File: config.mk
export PLATFORM = sky130hd
export DESIGN_NAME = cpu_mem_responder
export DESIGN_NICKNAME = d
export VERILOG_FILES = /design/src/rtl/cpu_mem_responder_pkg.sv /design/src/rtl/cpu_mem_responder.sv
export SDC_FILE = /design/constraint.sdc
export NUM_CORES = 1
export LEC_CHECK = 0
export ABC_AREA = 0
export CORE_MARGIN = 4
export CORE_UTILIZATION = 51
export CTS_CLUSTER_SIZE = 14
export DETAILED_ROUTE_END_ITERATION = 16
export PLACE_DENSITY = 0.86
export SETUP_SLACK_MARGIN = 0.05
export SYNTH_ARGS = -nofsm -noshare
export SYNTH_HDL_FRONTEND = slang
export SYNTH_SLANG_ARGS = --single-unit
File: constraint.sdc
create_clock -name clk -period 4.4 [get_ports clk]
set_input_delay 0.88 -clock clk [delete_from_list [all_inputs] [get_ports clk]]
set_output_delay 0.88 -clock clk [all_outputs]
set_load 0.01 [all_outputs]
File: src/rtl/cpu_mem_responder_pkg.sv
`default_nettype none
// ============================================================================
//  Package     : pkg_cpu
//  Description : Shared types and helpers for cpu_mem_responder: transfer
//                size encoding, responder state encoding and the function
//                mapping a request to its byte count.
//  Revision    : 1.0 - initial release
// ============================================================================
package pkg_cpu;

  // CPU transfer size; ReqDataSz48 is the 6-byte instruction fetch.
  typedef enum logic [1:0] {
    ReqDataSz8  = 2'd0,
    ReqDataSz16 = 2'd1,
    ReqDataSz32 = 2'd2,
    ReqDataSz48 = 2'd3
  } req_size_e;

  typedef enum logic [1:0] {
    IDLE = 2'd0,
    BUSY = 2'd1,
    LAST = 2'd2,
    DONE = 2'd3
  } state_e;

  // Bytes moved for a request. A 48-bit write has no CPU meaning, so it
  // degrades to a 4-byte write.
  function automatic logic [2:0] byte_count(input logic [1:0] sz, input logic is_rd);
    logic [2:0] n;
    case (sz)
      ReqDataSz8:  n = 3'd1;
      ReqDataSz16: n = 3'd2;
      ReqDataSz32: n = 3'd4;
      default:     n = is_rd ? 3'd6 : 3'd4;
    endcase
    return n;
  endfunction

endpackage
`default_nettype wire

File: src/rtl/cpu_mem_responder.sv
`default_nettype none
// ============================================================================
//  Module      : cpu_mem_responder
//  Description : Serialises CPU read/write requests (1/2/4/6 bytes) onto a
//                byte-wide synchronous RAM with 1-cycle read latency, and
//                stalls the CPU through cpu_enable until the transfer is done.
//  Config      : CPU_MEM_MISALIGN_CHECK_EN - when defined, misaligned
//                requests skip the RAM and pulse err in DONE.
//  Ports       : clk, rst            - clock, synchronous active-high reset
//                req_rd/req_wr       - CPU request (both set = read)
//                req_size/addr/wdata - transfer size, byte address, data
//                cpu_enable          - 0 stalls the CPU
//                rdata               - 48-bit little-endian read result
//                err                 - misaligned-access pulse
//                mem_*               - byte RAM port
//  Revision    : 1.0 - initial release
// ============================================================================
module cpu_mem_responder
  import pkg_cpu::*;
#(
  parameter int MEM_ADDR_WIDTH = 16
) (
  input  logic                      clk,
  input  logic                      rst,
  input  logic                      req_rd,
  input  logic                      req_wr,
  input  logic [1:0]                req_size,
  input  logic [31:0]               req_addr,
  input  logic [31:0]               req_wdata,
  output logic                      cpu_enable,
  output logic [47:0]               rdata,
  output logic                      err,
  output logic [MEM_ADDR_WIDTH-1:0] mem_addr,
  output logic [7:0]                mem_wdata,
  output logic                      mem_we,
  input  logic [7:0]                mem_rdata
);

  state_e                    state_q, state_d;
  logic [MEM_ADDR_WIDTH-1:0] addr_q, addr_d;
  logic [31:0]               wdata_q, wdata_d;
  logic                      rd_q, rd_d;
  logic [2:0]                n_q, n_d;
  logic [2:0]                cnt_q, cnt_d;
  logic [47:0]               rdata_q, rdata_d;
  logic [2:0]                cap_idx;
  logic                      req_any;
  logic                      misaligned;

  assign req_any = req_rd | req_wr;

  // Upper CPU address bits lie outside the RAM and are intentionally ignored.
  if (MEM_ADDR_WIDTH < 32) begin : g_addr_hi
    logic unused_addr_hi;
    assign unused_addr_hi = ^req_addr[31:MEM_ADDR_WIDTH];
  end

`ifdef CPU_MEM_MISALIGN_CHECK_EN
  logic mis_q, mis_d;

  assign misaligned = ((req_size == ReqDataSz16 || req_size == ReqDataSz48) && req_addr[0])
                    || (req_size == ReqDataSz32 && req_addr[1:0] != 2'b00);
  assign mis_d      = (state_q == IDLE && req_any) ? misaligned : mis_q;
  assign err        = !rst && (state_q == DONE) && mis_q;

  always_ff @(posedge clk) begin
    if (rst) mis_q <= 1'b0;
    else     mis_q <= mis_d;
  end
`else
  assign misaligned = 1'b0;
  assign err        = 1'b0;
`endif

  // Read data for address k arrives one cycle later: in BUSY it belongs to
  // the previous byte, in LAST to the final byte.
  assign cap_idx = (state_q == LAST) ? (n_q - 3'd1) : (cnt_q - 3'd1);

  always_comb begin
    state_d = state_q;
    addr_d  = addr_q;
    wdata_d = wdata_q;
    rd_d    = rd_q;
    n_d     = n_q;
    cnt_d   = cnt_q;
    rdata_d = rdata_q;
    case (state_q)
      IDLE: begin
        if (req_any) begin
          addr_d  = req_addr[MEM_ADDR_WIDTH-1:0];
          wdata_d = req_wdata;
          rd_d    = req_rd;
          n_d     = byte_count(req_size, req_rd);
          cnt_d   = 3'd0;
          if (req_rd) rdata_d = 48'd0;
          state_d = misaligned ? DONE : BUSY;
        end
      end
      BUSY: begin
        if (rd_q && cnt_q != 3'd0) begin
          for (int b = 0; b < 6; b++) begin
            if (cap_idx == 3'(b)) rdata_d[8*b +: 8] = mem_rdata;
          end
        end
        if (cnt_q == n_q - 3'd1) state_d = rd_q ? LAST : DONE;
        else                     cnt_d   = cnt_q + 3'd1;
      end
      LAST: begin
        for (int b = 0; b < 6; b++) begin
          if (cap_idx == 3'(b)) rdata_d[8*b +: 8] = mem_rdata;
        end
        state_d = DONE;
      end
      default: state_d = IDLE;
    endcase
  end

  always_ff @(posedge clk) begin
    if (rst) begin
      state_q <= IDLE;
      addr_q  <= '0;
      wdata_q <= 32'd0;
      rd_q    <= 1'b0;
      n_q     <= 3'd0;
      cnt_q   <= 3'd0;
      rdata_q <= 48'd0;
    end else begin
      state_q <= state_d;
      addr_q  <= addr_d;
      wdata_q <= wdata_d;
      rd_q    <= rd_d;
      n_q     <= n_d;
      cnt_q   <= cnt_d;
      rdata_q <= rdata_d;
    end
  end

  // Outputs are gated by rst so an abort takes effect in the reset cycle
  // itself: no further byte reaches the RAM.
  assign cpu_enable = !rst && ((state_q == DONE) || (state_q == IDLE && !req_any));
  assign mem_we     = !rst && (state_q == BUSY) && !rd_q;
  assign mem_addr   = (!rst && state_q == BUSY) ? addr_q + MEM_ADDR_WIDTH'(cnt_q) : '0;
  assign mem_wdata  = wdata_q[{cnt_q[1:0], 3'b000} +: 8];
  assign rdata      = rdata_q;

endmodule
`default_nettype wire

# --- Word-level counts from Yosys, hierarchy flattened ---
# Index checks and enable logic that the tools add are counted.
word_totals:
  reg_bits: 105
  inputBits: 78
  output_inout_bits: 75
  elab_cells: 69
classes:
  addsub: 4
  eq_ne: 16
  n_shift: 1
  mux: 21
  n_bitwise: 1
  reduce_logical: 19
ops:
  columns: ["op", "count"]
  rows:
  - ["$mux W48", 3]
  - ["$pmux W48 S3", 1]
  - ["$mux W8", 6]
  - ["$shiftx A32 B6 Y8", 1]
  - ["$add A16 B3 Y16", 1]
  - ["$mux W16", 1]
  - ["$ne A2 B2 Y1 const B", 5]
  - ["$mux W3", 3]
  - ["$pmux W3 S3", 1]
  - ["$eq A2 B2 Y1 const B", 3]
  - ["$eq A3 B2 Y1 const B", 2]
  - ["$eq A3 B3 Y1 const B", 2]
  - ["$mux W2", 3]
  - ["$pmux W2 S3", 1]
  - ["$pmux W3 S2", 1]
  - ["$reduce_bool A3 Y1", 2]
  - ["$sub A3 B1 Y3 const B", 2]
  - ["$logic_and A1 B1 Y1", 5]
  - ["$eq A2 B1 Y1 const B", 2]
  - ["$logic_not A2 Y1", 2]
  - ["$reduce_and A2 Y1", 2]
  - ["$reduce_and A4 Y1", 1]
  - ["$add A3 B1 Y3 const B", 1]
  - ["$eq A3 B1 Y1 const B", 1]
  - ["other kinds (8)", 10]

# --- Longest topological paths before layout ---
logic_depth:
  word_depth: 6
  depth_mapped: 8
  ltp_nobuf: 7

# --- Least setup slack after synthesis ---
# OpenSTA, ideal clock, no wires.
synth_timing:
  kind: "register -> output"
  startpoint: "register cnt_q[1]"
  endpoint: "output port mem_addr[6]"
  t_arrival_ns: 1.823
  t_required_ns: 3.520
  setup_slack_ns: 1.697
  stages_incl_launch_ff: 8
  path_buffers: 1
  path_cell_list: "dfxtp_1 > buf_2 > inv_1 > fa_1 > nor2b_1 > o2111ai_1 > xor2_1 > nor2_1"
synth_via:
  elab_chain_len: 2
synth_rtl:
  columns: ["element", "line", "source"]
  rows:
  - ["start: declaration", "cpu_mem_responder.sv:44", "logic [2:0] cnt_q, cnt_d;"]
  - ["start signal: assignment", "cpu_mem_responder.sv:133", "cnt_q <= cnt_d;"]
  - ["$add A16 B3 Y16", "cpu_mem_responder.sv:142", "assign mem_addr = (!rst && state_q == BUSY) ? addr_q + MEM_ADDR_WIDTH'(cnt_q) : '0;"]
  - ["$mux W16", "cpu_mem_responder.sv:142", null]
  - ["end: declaration", "cpu_mem_responder.sv:33", "output logic [MEM_ADDR_WIDTH-1:0] mem_addr,"]
# Every way passes these cells.

# --- Worst setup path after layout ---
layout_timing:
  startpoint: "register cnt_q[1]"
  endpoint: "output port mem_addr[15]"
# Same word-level chain as after synthesis.

==> flow_metrics.py <==
metrics = {
    "worst_setup_path": {
        "reg2reg_depth": 6,
        "r2r_end": "rdata[4]$_SDFFE_PP0P_",
        "crit_path_max_fanout": 14,
        "cp.required_ps": 3520,
        "r2r_setup_slack_ps": 1920,
        "crit_start": "cnt_q[1]$_SDFFE_PP0P_",
        "critPathKind": "register to output port",
        "cp-end-kind": "output port",
        "cp_num_cells": 7,
        "crit_arrival_ps": 3050,
        "reg2reg_from": "state_q[0]$_SDFFE_PP0P_",
        "max_stage_delay_ps": 660,
        "cp-start-kind": "register",
        "cp_top_family": "compound AO/OA/AOI/OAI gates",
        "path_cells": "buf_4 > ha_1 > a21o_1 > a21oi_1 > o311ai_0 > o41ai_1 > clkdlybuf4s50_1",
        "crit_buf_inv": 2,
        "slowest_stage": "a21oi_1",
        "crit_path_end": "mem_addr[15]",
    },
    "clock_network": {
        "post_cts_buffers": 0,
        "cts_buffers": 9,
        "cts_tree": "built",
        "h-tree-depth": 3,
        "cts.path.max_buffers": 2,
        "clock_sinks": 105,
        "path_clk_slew_ps": 110,
        "cts_hold_buf": 0,
        "cts_resized": 0,
        "cts-root-buf": "clkbuf_8",
        "clk_latency_ps": 390,
    },
    "routing": {
        "ant_nets": 0,
        "vias_per_cell": 5.31,
        "dr.pass1.iters": 4,
        "finalWirelength_mm": 12.8,
        "wl_per_cell_um": 16.0,
        "drtIter0Drc": 189,
        "drc_errors": 0,
        "num_vias": 4235,
    },
    "floorplanning": {
        "die_w_um": 106,
        "die-area_um2": 11300,
        "pin_count": 153,
        "core_area_um2": 9330,
        "rows": 35,
        "die_h_um": 106,
        "start_util": 0.529,
    },
    "finish": {
        "syn_to_final_growth_pct": 33.8,
        "layout.nets": 755,
        "insertedDiodeCount": 0,
        "layout.cells.non_filler": 797,
        "utilization": 0.708,
        "drive_above_1_share": 0.0719,
        "fillers": 724,
    },
    "place": {
        "place.port_buffers": 135,
        "dp_cells": 781,
        "globalplace.congestion": 0.900,
        "dp_hpwl_mm": 9.21,
    },
    "logic_synthesis": {
        "synth_top_area_share": 0.426,
        "synth_enable_flop_cells": 0,
        "synth_flop_cell": "dfxtp_1",
        "syn_area_per_cell_um2": 9.05,
        "async_flop_share": 0,
        "synthTopCellsByCount": "nand2_1 (109), dfxtp_1 (105), a21oi_1 (58), nand2b_1 (52), mux2i_1 (51)",
        "synth.most_common_cell": "nand2_1",
        "ys_warn_count": 0,
        "netlist_instances": 545,
        "syn_area_um2": 4930,
        "synth_top_area_cell": "dfxtp_1",
        "synth_fp_nets": 637,
        "ys_types": 47,
        "ys_seq_area_frac": 0.426,
        "ys_seq_elements": 105,
        "ys_top_cells_by_area": "dfxtp_1 (43%), mux2i_1 (10%), nand2_1 (8.3%)",
    },
    "global_routing": {
        "grt_pass1_wl_mm": 20.6,
        "grt_overflow": 0,
        "antenna_found_initial": 0,
        "grt_max_degree": 119,
        "grt_pass1_vias": 4279,
        "grt_usage": 0.226,
    },
    "sta": {
        "hold_viol_final": 0,
        "max-slew-margin-rel": 0.312,
        "period_needed_ps": 3930,
        "fin_crit_sh": 0.893,
        "rsz0062_at_grt": "no",
        "slew_violations": 0,
        "worstMarginPinSlew_ps": 1030,
        "finalClockSkew_ps": 22.6,
        "setup-tns-final_ps": 0,
        "timing.fmax_ghz": 0.255,
        "setup_violations": 0,
    },
    "power": {
        "p_total_uw": 3910,
        "leakagePower_uw": 0.00259,
        "vdd_drop_max_mv": 0.379,
        "powerDensity_nw_per_um2": 592,
    },
    "job": {
        "cap_violations": 0,
    },
    "worst_hold_path": {
        "min_path_type": "register to register",
    },
    "run_status": {
        "outcome": "completed",
    },
}
-- cells by family after synthesis --
group / synth area share
buffers and inverters: 0.0337
multiplexers: 0.145
adder cells (fa/ha/maj): 0.0370
AND/OR/NAND/NOR: 0.213
flip-flops: 0.426
other: 0.000760
XOR/XNOR: 0.0231
AO/OA/AOI/OAI: 0.122
-- metrics by stage --
step | setup slack [ps] | hold WS [ps] | instance area [um2]
after detailed placement | 854 | 444 | 6360
after global placement | 874 | 441 | 6360
after CTS | 439 | 461 | 6600
final | 471 | 461 | 6600
after global routing | 292 | 481 | 6600
after floorplan | 1700 | 432 | 4930
-- routing by layer --
metal | track usage | up-vias | wire (um)
li1 | - | 2093 | -
met2 | 0.390 | 134 | 6350
met1 | 0.268 | 1983 | 5220
met5 | 0 | - | 0
met3 | 0.0741 | 25 | 986
met4 | 0.0629 | 0 | 209
-- flip-flops by register name, indices dropped and copies added, names as in the netlist --
signal / count
rd_q: 1
addr_q: 16
rdata: 48
wdata_q: 32
cnt_q: 3
state_q: 2
n_q: 3
-- worst min-delay path: stages, from the launching register on --
cell,delay (ps)
dfxtp_1,320
nand2_1,50
a21oi_1,50
-- how the worst min path moves through the flow --
stage	from	cells past startpoint	end
finish	wdata_q[16]$_SDFFE_PP0P_	2	wdata_q[16]$_SDFFE_PP0P_
global route	wdata_q[26]$_SDFFE_PP0P_	2	wdata_q[26]$_SDFFE_PP0P_
CTS	wdata_q[25]$_SDFFE_PP0P_	2	wdata_q[25]$_SDFFE_PP0P_
detailed placement	wdata_q[25]$_SDFFE_PP0P_	2	wdata_q[25]$_SDFFE_PP0P_
global placement	wdata_q[8]$_SDFFE_PP0P_	2	wdata_q[8]$_SDFFE_PP0P_
floorplan	n_q[1]$_SDFFE_PP0P_	2	n_q[1]$_SDFFE_PP0P_
-- layout make-up --
| cell class | count | area, um2 | area share |
|---|---|---|---|
| clock buffer | 9 | 124 | 0.0188 |
| tap | 129 | 161 | 0.0245 |
| sequential | 105 | 2100 | 0.318 |
| timing repair buffer | 139 | 1380 | 0.208 |
| clock inverter | 7 | 113 | 0.0171 |
| multi-input combinational | 397 | 2680 | 0.407 |
| inverter | 11 | 41.3 | 0.00625 |
-- cell usage in the layout, fill, tap and decap left out, drive strengths merged, types with 3 or more instances in the layout --
cell and instances:
a21oi 58, buf 5, clkbuf 9, clkdlybuf4s50 134
clkinv 4, dfxtp 105, ha 13, inv 13
mux2i 51, mux4 8, nand2 109, nand2b 52
nand3b 8, nand4 3, nor2 16, nor2b 5
nor3 5, o2111ai 3, o211ai 8, o21ai 9
o41ai 3, or2 4, or3 4, xor2 10
-- report_power, final --
part	total, uW	switching (uW)	leakage, uW	internal (uW)
combinational	1890	1030	0.00162	857
sequential	1360	167	0.000858	1190
clock	661	375	0.000115	286
total	3910	1570	0.00259	2330
(Power assumes the default switching activity.)
